--- config.mk ---
export PLATFORM = sky130hd
export DESIGN_NAME = mux4_rr_arbiter_flat
export DESIGN_NICKNAME = d
export VERILOG_FILES = /design/src/rtl/mux_arb_pkg.sv /design/src/rtl/mux4_rr_arbiter_if.sv /design/src/rtl/rr_pick4.sv /design/src/rtl/mux4_rr_arbiter.sv /design/src/flat_wrapper.sv
export SDC_FILE = /design/constraint.sdc
export NUM_CORES = 1
export LEC_CHECK = 0
export ABC_AREA = 1
export CAP_MARGIN = 20
export CORE_ASPECT_RATIO = 0.8
export CORE_MARGIN = 4
export CORE_UTILIZATION = 38
export CTS_CLUSTER_SIZE = 25
export DETAILED_ROUTE_END_ITERATION = 7
export GPL_TIMING_DRIVEN = 1
export PLACE_DENSITY = 0.76
export SLEW_MARGIN = 40
export SYNTH_ARGS = -nofsm -noshare
export SYNTH_HDL_FRONTEND = slang
export SYNTH_SLANG_ARGS = --single-unit
export TNS_END_PERCENT = 100
--- constraint.sdc ---
create_clock -name clk -period 2.85 [get_ports clk]
set_input_delay 0.7125 -clock clk [delete_from_list [all_inputs] [get_ports clk]]
set_output_delay 0.7125 -clock clk [all_outputs]
set_load 0.01 [all_outputs]
--- src/rtl/mux_arb_pkg.sv ---
// -----------------------------------------------------------------------------
// mux_arb_pkg
//   Shared definitions for the four-source round-robin mux arbiter.
//   N_REQ       : number of requesters sharing the mux
//   SEL_W       : width of a source index / mux select
//   arb_state_t : arbiter FSM states (LOCK is reachable only with ARB_LOCK_EN)
//   onehot()    : source index -> one-hot request/grant vector
// -----------------------------------------------------------------------------
package mux_arb_pkg;

  localparam int N_REQ = 4;
  localparam int SEL_W = 2;

  typedef enum logic [1:0] {
    IDLE = 2'd0,  // output register empty
    BUSY = 2'd1,  // output register holds a word
    LOCK = 2'd2   // burst in progress, only the locked source is eligible
  } arb_state_t;

  function automatic logic [N_REQ-1:0] onehot(input logic [SEL_W-1:0] idx);
    logic [N_REQ-1:0] vec;
    vec      = '0;
    vec[idx] = 1'b1;
    return vec;
  endfunction

endpackage

--- src/rtl/mux4_rr_arbiter_if.sv ---
// -----------------------------------------------------------------------------
// mux4_rr_arbiter_if
//   Bundles the four request ports and the registered valid/ready output stage.
//   Parameter DW : width of each source word and of out_data.
//   Signals:
//     req[3:0]        request per source, held with data stable until granted
//     in_data[4*DW]   source words, source i = in_data[i*DW +: DW]
//     in_last[3:0]    last beat of a burst per source (burst lock builds only)
//     gnt[3:0]        one-hot, combinational: source whose word is captured now
//     out_valid       out_data/out_sel hold a word
//     out_ready       consumer accepts the word when out_valid && out_ready
//     out_data[DW]    registered selected word
//     out_sel[1:0]    registered source index of out_data
//   Modports: slave = arbiter side, master = sources + consumer side.
// -----------------------------------------------------------------------------
interface mux4_rr_arbiter_if #(
  parameter int DW = 8
);
  import mux_arb_pkg::*;

  logic [N_REQ-1:0]    req;
  logic [N_REQ*DW-1:0] in_data;
  logic [N_REQ-1:0]    in_last;
  logic [N_REQ-1:0]    gnt;
  logic                out_valid;
  logic                out_ready;
  logic [DW-1:0]       out_data;
  logic [SEL_W-1:0]    out_sel;

  modport slave (
    input  req, in_data, in_last, out_ready,
    output gnt, out_valid, out_data, out_sel
  );

  modport master (
    output req, in_data, in_last, out_ready,
    input  gnt, out_valid, out_data, out_sel
  );

endinterface

--- src/rtl/rr_pick4.sv ---
// -----------------------------------------------------------------------------
// rr_pick4
//   Combinational rotating-priority picker. Priority runs ptr+1, ptr+2, ptr+3,
//   ptr+4 (mod 4), so the last winner ranks lowest.
//   Ports:
//     req[3:0]  in   eligible requests
//     ptr[1:0]  in   index of the previous winner
//     any       out  at least one request present
//     idx[1:0]  out  index of the winning source (0 when any=0)
// -----------------------------------------------------------------------------
module rr_pick4
  import mux_arb_pkg::*;
(
  input  logic [N_REQ-1:0] req,
  input  logic [SEL_W-1:0] ptr,
  output logic             any,
  output logic [SEL_W-1:0] idx
);

  logic [SEL_W-1:0] cand;

  // Walk from lowest to highest priority; the last hit is the winner.
  // NOTE: every always_comb output gets a default first so no path leaves it
  // unassigned, which would otherwise infer a latch.
  always_comb begin
    any  = 1'b0;
    idx  = '0;
    cand = '0;
    for (int k = N_REQ; k >= 1; k--) begin
      cand = ptr + SEL_W'(k);
      if (req[cand]) begin
        any = 1'b1;
        idx = cand;
      end
    end
  end

endmodule

--- src/rtl/mux4_rr_arbiter.sv ---
// -----------------------------------------------------------------------------
// mux4_rr_arbiter
//   Round-robin arbiter sharing one 4:1 data mux between four requesters and
//   capturing the selected word into a registered valid/ready output stage.
//   Parameter DW : data width (default 8).
//   Ports:
//     clk    in  system clock, rising edge
//     rst_n  in  asynchronous active-low reset
//     bus    mux4_rr_arbiter_if.slave (req/in_data/in_last/gnt/out_* signals)
//   Build option: define ARB_LOCK_EN to hold the grant on one source until it
//   presents a beat with in_last=1. Without it in_last is ignored and every
//   beat is re-arbitrated.
// -----------------------------------------------------------------------------
module mux4_rr_arbiter
  import mux_arb_pkg::*;
#(
  parameter int DW = 8
) (
  input  logic                    clk,
  input  logic                    rst_n,
  mux4_rr_arbiter_if.slave        bus
);

  arb_state_t       state_q, state_d, enter_state;
  logic [SEL_W-1:0] rr_ptr;
  logic             out_valid_q;
  logic [DW-1:0]    out_data_q;
  logic [SEL_W-1:0] out_sel_q;

  logic             load, capture, pick_any;
  logic [SEL_W-1:0] pick_idx;
  logic [N_REQ-1:0] elig_req;

  // The output register can take a new word when empty or being drained.
  assign load = !out_valid_q || bus.out_ready;

`ifdef ARB_LOCK_EN
  // While locked, rr_ptr still names the burst owner.
  assign elig_req    = (state_q == LOCK) ? (bus.req & onehot(rr_ptr)) : bus.req;
  assign enter_state = bus.in_last[pick_idx] ? BUSY : LOCK;
`else
  assign elig_req    = bus.req;
  assign enter_state = BUSY;
`endif

  rr_pick4 u_pick (
    .req (elig_req),
    .ptr (rr_ptr),
    .any (pick_any),
    .idx (pick_idx)
  );

  assign capture = load && pick_any;

  // Gated by rst_n so no grant leaks out while reset is held.
  assign bus.gnt       = (rst_n && capture) ? onehot(pick_idx) : '0;
  assign bus.out_valid = out_valid_q;
  assign bus.out_data  = out_data_q;
  assign bus.out_sel   = out_sel_q;

  always_comb begin
    state_d = state_q;
    unique case (state_q)
      IDLE: if (capture) state_d = enter_state;
      BUSY: begin
        if (capture)   state_d = enter_state;
        else if (load) state_d = IDLE;
      end
`ifdef ARB_LOCK_EN
      // An empty load while locked only drops out_valid; the lock persists.
      LOCK: if (capture) state_d = enter_state;
`endif
      default: state_d = IDLE;
    endcase
  end

  // NOTE: state is updated with non-blocking assignments so every register
  // samples pre-edge values regardless of process ordering.
  always_ff @(posedge clk or negedge rst_n) begin
    if (!rst_n) begin
      state_q     <= IDLE;
      rr_ptr      <= 2'd3;
      out_valid_q <= 1'b0;
      out_data_q  <= '0;
      out_sel_q   <= '0;
    end else begin
      state_q <= state_d;
      if (load) out_valid_q <= capture;
      if (capture) begin
        out_data_q <= bus.in_data[int'(pick_idx)*DW +: DW];
        out_sel_q  <= pick_idx;
        rr_ptr     <= pick_idx;
      end
    end
  end

endmodule

--- src/flat_wrapper.sv ---
// flat-port wrapper written by rule: the top's interface ports become plain ports
module mux4_rr_arbiter_flat import mux_arb_pkg::*;
#(
  parameter int DW = 8
)
  (clk, rst_n, bus_req, bus_in_data, bus_in_last, bus_out_ready, bus_gnt, bus_out_valid, bus_out_data, bus_out_sel);
  mux4_rr_arbiter_if #(.DW(DW)) bus_i ();
  input  logic clk;
  input  logic rst_n;
  input wire logic [$bits(bus_i.req)-1:0] bus_req;
  input wire logic [$bits(bus_i.in_data)-1:0] bus_in_data;
  input wire logic [$bits(bus_i.in_last)-1:0] bus_in_last;
  input wire logic [$bits(bus_i.out_ready)-1:0] bus_out_ready;
  output wire logic [$bits(bus_i.gnt)-1:0] bus_gnt;
  output wire logic [$bits(bus_i.out_valid)-1:0] bus_out_valid;
  output wire logic [$bits(bus_i.out_data)-1:0] bus_out_data;
  output wire logic [$bits(bus_i.out_sel)-1:0] bus_out_sel;
  assign bus_i.req = bus_req;
  assign bus_i.in_data = bus_in_data;
  assign bus_i.in_last = bus_in_last;
  assign bus_i.out_ready = bus_out_ready;
  assign bus_gnt = bus_i.gnt;
  assign bus_out_valid = bus_i.out_valid;
  assign bus_out_data = bus_i.out_data;
  assign bus_out_sel = bus_i.out_sel;
  mux4_rr_arbiter #(.DW(DW)) u_core (.clk(clk), .rst_n(rst_n), .bus(bus_i));
endmodule
==> impl_metrics.ini, run 1 <==
[finish]
nets = 308
diodes = 0
final_core_util = 0.671
synthToLayoutAreaGrowth_pct = 61.6
drive_above_1_share = 0.269

[detailed_routing]
vias_per_cell = 4.54
drtIter0Drc = 18
wl_per_cell_um = 10.8
drc = 0
postRouteAntennaNets = 0
first_pass_iters = 4
routed_wl_um = 3270
dr_total_vias = 1371

[placement]
dp_hpwl_um = 2520
portBuffers = 53
gp_congestion = 0.841

[synthesis]
ys_types = 23
synth_most_common_cell = nand2_1
avgSynthCellArea_um2 = 6.22
yosys.area.top_type_share = 0.250
synth_warnings = 0
synth_cells = 193
yosys-top-cells-count = 80 x nand2_1, 27 x nand3_1, 24 x inv_1
syn_area_um2 = 1200
synth_nets = 236
async_flop_share = 1.00
synth.top_cells.by_area = nand2_1 25%, dfrtp_1 23%, nand3_1 11%
synth-edff-count = 0
yosysSeqAreaShare = 0.273
yosysTopAreaCell = nand2_1
ys_ff_latch = 13
ys.flop_type = dfrtp_1

[critical_path]
cp-end-kind = output pin
cp.depth = 13
worstPathCellList = dlygate4sd2_1, inv_2, o21ai_4, nand2_2, nand2_4, buf_4, inv_2, nand2_2, nand2_4, nand2_4, nand2_1, nor2_2, buf_2
crit_family = simple AND/OR/NAND/NOR gates
path_max_fanout = 6
r2r_setup_slack_ns = 0.70
worst_setup_path_start_kind = input port
max_stage_delay_ns = 0.21
ff2ff_path_depth = 17
crit_type = in2out
cpMostUsedCell = nand2_4
cp.arrival_ns = 2.04
critPathBufInv = 5
cp_slowest_cell = dlygate4sd2_1
cp.required_ns = 2.14

[cts]
h-tree-depth = 1
clkTransAtPathRegs_ns = 0.05
insertion_delay_ns = 0.24
clock_path_buffers = 2
numCtsBuffers = 3
cts_tree = yes
cts_sinks = 13
cts_root_buffer = clkbuf_8

[power_and_ir_drop]
swShare = 0.490
power_density_nw_per_um2 = 1320
power_frac_seq = 0.145
p_comb_frac = 0.792
clockPowerShare = 0.062
vdd_drop_max_uv = 612
p_switching_uw = 1260
finalPower_uw = 2560
p_int_uw = 1310
p_leak_uw = 0.00106

[timing]
skew_ns = 0.00274
maxSlewHeadroom = 0.800
period_needed_ns = 2.75
drv_slew = 0
finalSetupViolCount = 0
whs_ns = 0.481
period_share = 0.964
fmaxAchievable_mhz = 364
tightest_slew_ns = 0.299
hold_viol_final = 0

[min_path]
hold_depth = 2
hp-class = reg2reg

[die]
row_count = 17
die_w_um = 70.9
chipHeight_um = 58.3
coreArea_um2 = 2890
ioPinCount = 58
die_area_um2 = 4130
initial_core_util = 0.415

[flow_run]
maxCapViolations = 0

[global_route]
antenna_found_initial = 0
grt_usage = 0.162
grt_pass1_vias = 1278
grt_max_degree = 17
grt_pass1_wl_um = 5440
grt.overflow.total = 0

[status]
outcome = finished clean
## metal layers
layer / vias to the layer above / global-route usage / share of wire
met2: 41 / 0.276 / 0.49
met1: 605 / 0.200 / 0.43
met5: - / 0 / 0
met4: 0 / 0.00804 / 0
li1: 725 / - / -
met3: 0 / 0.0728 / 0.087
## flip-flops by register name, indices dropped and copies added (netlist names)
| name | flops |
|---|---|
| u_core.bus.out_data | 8 |
| u_core.bus.out_sel | 2 |
| u_core.rr_ptr | 2 |
| u_core.bus.out_valid | 1 |
## timing repair
action / CTS / global route
pin swaps: 9 / 1
buffers inserted: 4 / 4
gates resized for setup: 33 / 1
hold buffers: 0 / 0
endpoints found under the setup margin: 4 / 3
## per-stage QoR
step	worst slack (ns)	cells	instance area (µm²)	TNS, ns
after global routing	-0.00243	302	1940	-0.00243
after detailed placement	-0.562	290	1810	-2.15
after floorplan	0.382	193	1200	0
after global placement	-0.523	290	1810	-1.98
final	0.102	302	1940	0
after CTS	0.0936	298	1910	0
## cell usage in the layout, fill, tap and decap left out
| cell | count |
|---|---|
| nand3_1 | 27 |
| o21ai_2 | 1 |
| nor3_1 | 1 |
| o21ai_0 | 2 |
| nand2_2 | 21 |
| nand4_1 | 1 |
| a21oi_1 | 1 |
| dfstp_2 | 2 |
| nand3_2 | 1 |
| inv_2 | 4 |
| clkbuf_8 | 3 |
| and2_4 | 1 |
| inv_1 | 22 |
| nand3_4 | 1 |
| clkbuf_1 | 1 |
| buf_2 | 4 |
| o21ai_4 | 1 |
| nand2_1 | 77 |
| dfrtp_1 | 11 |
| nor3_4 | 1 |
| buf_4 | 22 |
| buf_6 | 1 |
| dlygate4sd2_1 | 4 |
| nor2_1 | 1 |
| nand2_4 | 5 |
| inv_6 | 1 |
| clkdlybuf4s50_1 | 45 |
| nor2_2 | 2 |
## area by class of cell
class / count / area (µm²)
clock buffers: 4 / 45.0
fillers: 268 / 952
inverters: 27 / 106
multi-input cells: 144 / 732
flip-flops and latches: 13 / 328
well taps: 38 / 47.5
repair buffers: 76 / 682
## kinds of logic (layout without fill, tap and decap cells)
kind of cell / Yosys count / after routing / synth area share
compound gates: 5 / 5 / 0.0240
buf+inv: 36 / 107 / 0.155
flops: 13 / 13 / 0.273
simple gates: 139 / 139 / 0.548
## power groups by stage
stage               sequential, µW  combinational (µW)  clock, µW
finish                         372                2030        160
global route                   386                2270        176
CTS                            377                1970        163
detailed placement             370                1850          0
global placement               375                1820          0
floorplan                      385                1310          0
## path summary, 6_finish.rpt
kind | startpoint | endpoint
min reg2reg | u_core.bus.out_data[5] | u_core.bus.out_data[5]
max | bus_req[1] | bus_gnt[3]
max in group asynchronous | rst_n | u_core.rr_ptr[0]
min | u_core.bus.out_data[5] | u_core.bus.out_data[5]
min in group asynchronous | rst_n | u_core.bus.out_data[1]
max reg2reg | u_core.rr_ptr[0] | u_core.bus.out_data[6]
## worst register-to-register path, stage by stage (launching register included)
cell and delay [ns]:
dfstp_2 0.64, buf_4 0.16, o21ai_4 0.06, nand2_2 0.09
nand2_4 0.07, buf_4 0.13, inv_2 0.08, nand2_2 0.07
nand2_4 0.07, nand2_4 0.08, buf_4 0.14, buf_4 0.16
nand2_2 0.06, nand2_1 0.04, nand2_1 0.05, nand2_1 0.05
nand2_1 0.06, nand2_1 0.04
Note: power is estimated with default switching activity, not from simulation.
==> run 2: changes to the inputs <==
- CORE_UTILIZATION: 38 -> 23
- PLACE_DENSITY: 0.76 -> not set
==> run 2 against run 1 <==
Non-clock buffer count shrank 4. Final area down 1.0%. Clock skew up 0.00051 ns. Clock power hardly changed. Via count decreased by 2.6%. Worst hold slack got worse by 0.013 ns. Sequential share of layout area grew 0.18 points. Die area increased by 56%. Combinational power decreased by 3%. First-iteration DRC count rose to 3.0 times the previous value. Largest power group unchanged.
==> impl_metrics.ini, run 2 (synthesis gave the netlist of run 1 again) <==
[power_and_ir_drop]
swShare = 0.501
clockPowerShare = 0.065
p_leak_uw = 0.00104
finalPower_uw = 2490
power_density_nw_per_um2 = 1290
power_frac_seq = 0.149
p_int_uw = 1240
p_switching_uw = 1250
vdd_drop_max_uv = 474
p_comb_frac = 0.787

[finish]
stdcell_count = 322
diodes = 0
synthToLayoutAreaGrowth_pct = 59.9
fillers = 523
final_cell_mix = 78 x nand2_1, 45 x clkdlybuf4s50_1, 27 x nand3_1, 23 x inv_1, 20 x nand2_2
nets = 304
largest_reg_flops = 8
layout_commonest_cell = nand2_1
drive_above_1_share = 0.246

[critical_path]
worstPathCellList = dlygate4sd2_1, nand2_1, nand2_1, nand2_1, nand2_1, nand3_1, nand2_1, o21ai_2, buf_4, nand2_1, nor2_1, buf_2
cp.required_ns = 2.14
path_max_fanout = 3
cp_slowest_cell = dlygate4sd2_1
worst_setup_path_start_kind = input port
max_stage_delay_ns = 0.24
cp-end-kind = output pin
crit_type = in2out
cpMostUsedCell = nand2_1
cp.arrival_ns = 1.99

[placement]
dp_hpwl_um = 2650
place_inst = 311
gp_congestion = 0.853
dp_slack_ns = -0.542
portBuffers = 53

[detailed_routing]
first_pass_iters = 4
drtIter0Drc = 54
vias_per_cell = 4.15
drc = 0
dr_total_vias = 1335
routed_wl_um = 3410
postRouteAntennaNets = 0
wl_per_cell_um = 10.6

[timing]
rsz0062_at_grt = false
drv_slew = 0
fin_tns_setup_ns = 0
skew_ns = 0.00325
tightest_slew_ns = 0.280
worst_slack_ns = 0.152
hold_viol_final = 0
fmaxAchievable_mhz = 371
whs_ns = 0.468
period_needed_ns = 2.70
period_share = 0.947
maxSlewHeadroom = 0.813
finalSetupViolCount = 0

[die]
die_w_um = 88.8
chipHeight_um = 72.6
coreArea_um2 = 5040
initial_core_util = 0.239
ioPinCount = 58
die_area_um2 = 6450
row_count = 23

[cts]
cts_root_buffer = clkbuf_8
numCtsBuffers = 3
cts_tree = yes
insertion_delay_ns = 0.24
h-tree-depth = 1
clkTransAtPathRegs_ns = 0.05
cts_sinks = 13
clock_path_buffers = 2

[min_path]
hp-class = reg2reg

[global_route]
grt_usage = 0.113
grt_pass1_wl_um = 5720
grt_pass1_vias = 1272
antenna_found_initial = 0
grt_max_degree = 18
grt.overflow.total = 0

[flow_run]
maxCapViolations = 0

[status]
outcome = finished clean
## run 2: changes by cell type in the layout (fill, tap and decap cells not counted), sizes merged
cell | before | now
buf | 27 | 23
## run 2: power groups by stage
stage	Combinational, µW	Clock [µW]	Sequential (µW)
finish	1960	161	369
global route	2240	180	386
CTS	1930	167	375
detailed placement	1830	0	375
global placement	1810	0	375
floorplan	1310	0	385
## run 2: worst max-delay path: cells and delay by family
kind / cells / cell delay [ns]
simple gates: 8 / 0.56
buf+inv: 3 / 0.51
compound gates: 1 / 0.19
## run 2: worst paths after layout
check,from,endpoint,slack [ns],cells past startpoint
worst max-delay path,bus_req[3],bus_gnt[1],0.15,12
worst min-delay path,u_core.bus.out_sel[1],u_core.bus.out_sel[1],0.47,2
worst max register to register,u_core.rr_ptr[0],u_core.bus.out_data[0],0.63,17
worst min register to register,u_core.bus.out_sel[1],u_core.bus.out_sel[1],0.47,2
max in group asynchronous,rst_n,u_core.rr_ptr[0],1.73,2
min in group asynchronous,rst_n,u_core.bus.out_data[7],0.89,2
## run 2: final cells by class
| type | instances | area, µm² | area share |
|---|---|---|---|
| tap | 62 | 77.6 | 0.0404 |
| multi-input combinational | 144 | 716 | 0.373 |
| inverter | 27 | 106 | 0.0554 |
| clock buffer | 4 | 45.0 | 0.0235 |
| timing repair buffer | 72 | 648 | 0.337 |
| sequential | 13 | 328 | 0.171 |
## run 2: layer usage
| layer | track usage | wire (µm) |
|---|---|---|
| met3 | 0.0237 | 262 |
| met2 | 0.176 | 1510 |
| met4 | 0.0403 | 19 |
| met1 | 0.155 | 1610 |
| met5 | 0 | 0 |
## run 2: timing repair
item	in CTS	in global routing
cloned	0	0
hold buffers	0	0
setup endpoints to repair	4	3
pin swaps	14	0
gates resized for setup	28	0
buffers inserted	4	3
## run 2: metrics by stage
stage	utilization	cell area [µm²]
finish	0.381	1920
global route	0.381	1920
CTS	0.377	1900
detailed placement	0.361	1820
global placement	0.361	1820
floorplan	-	1200
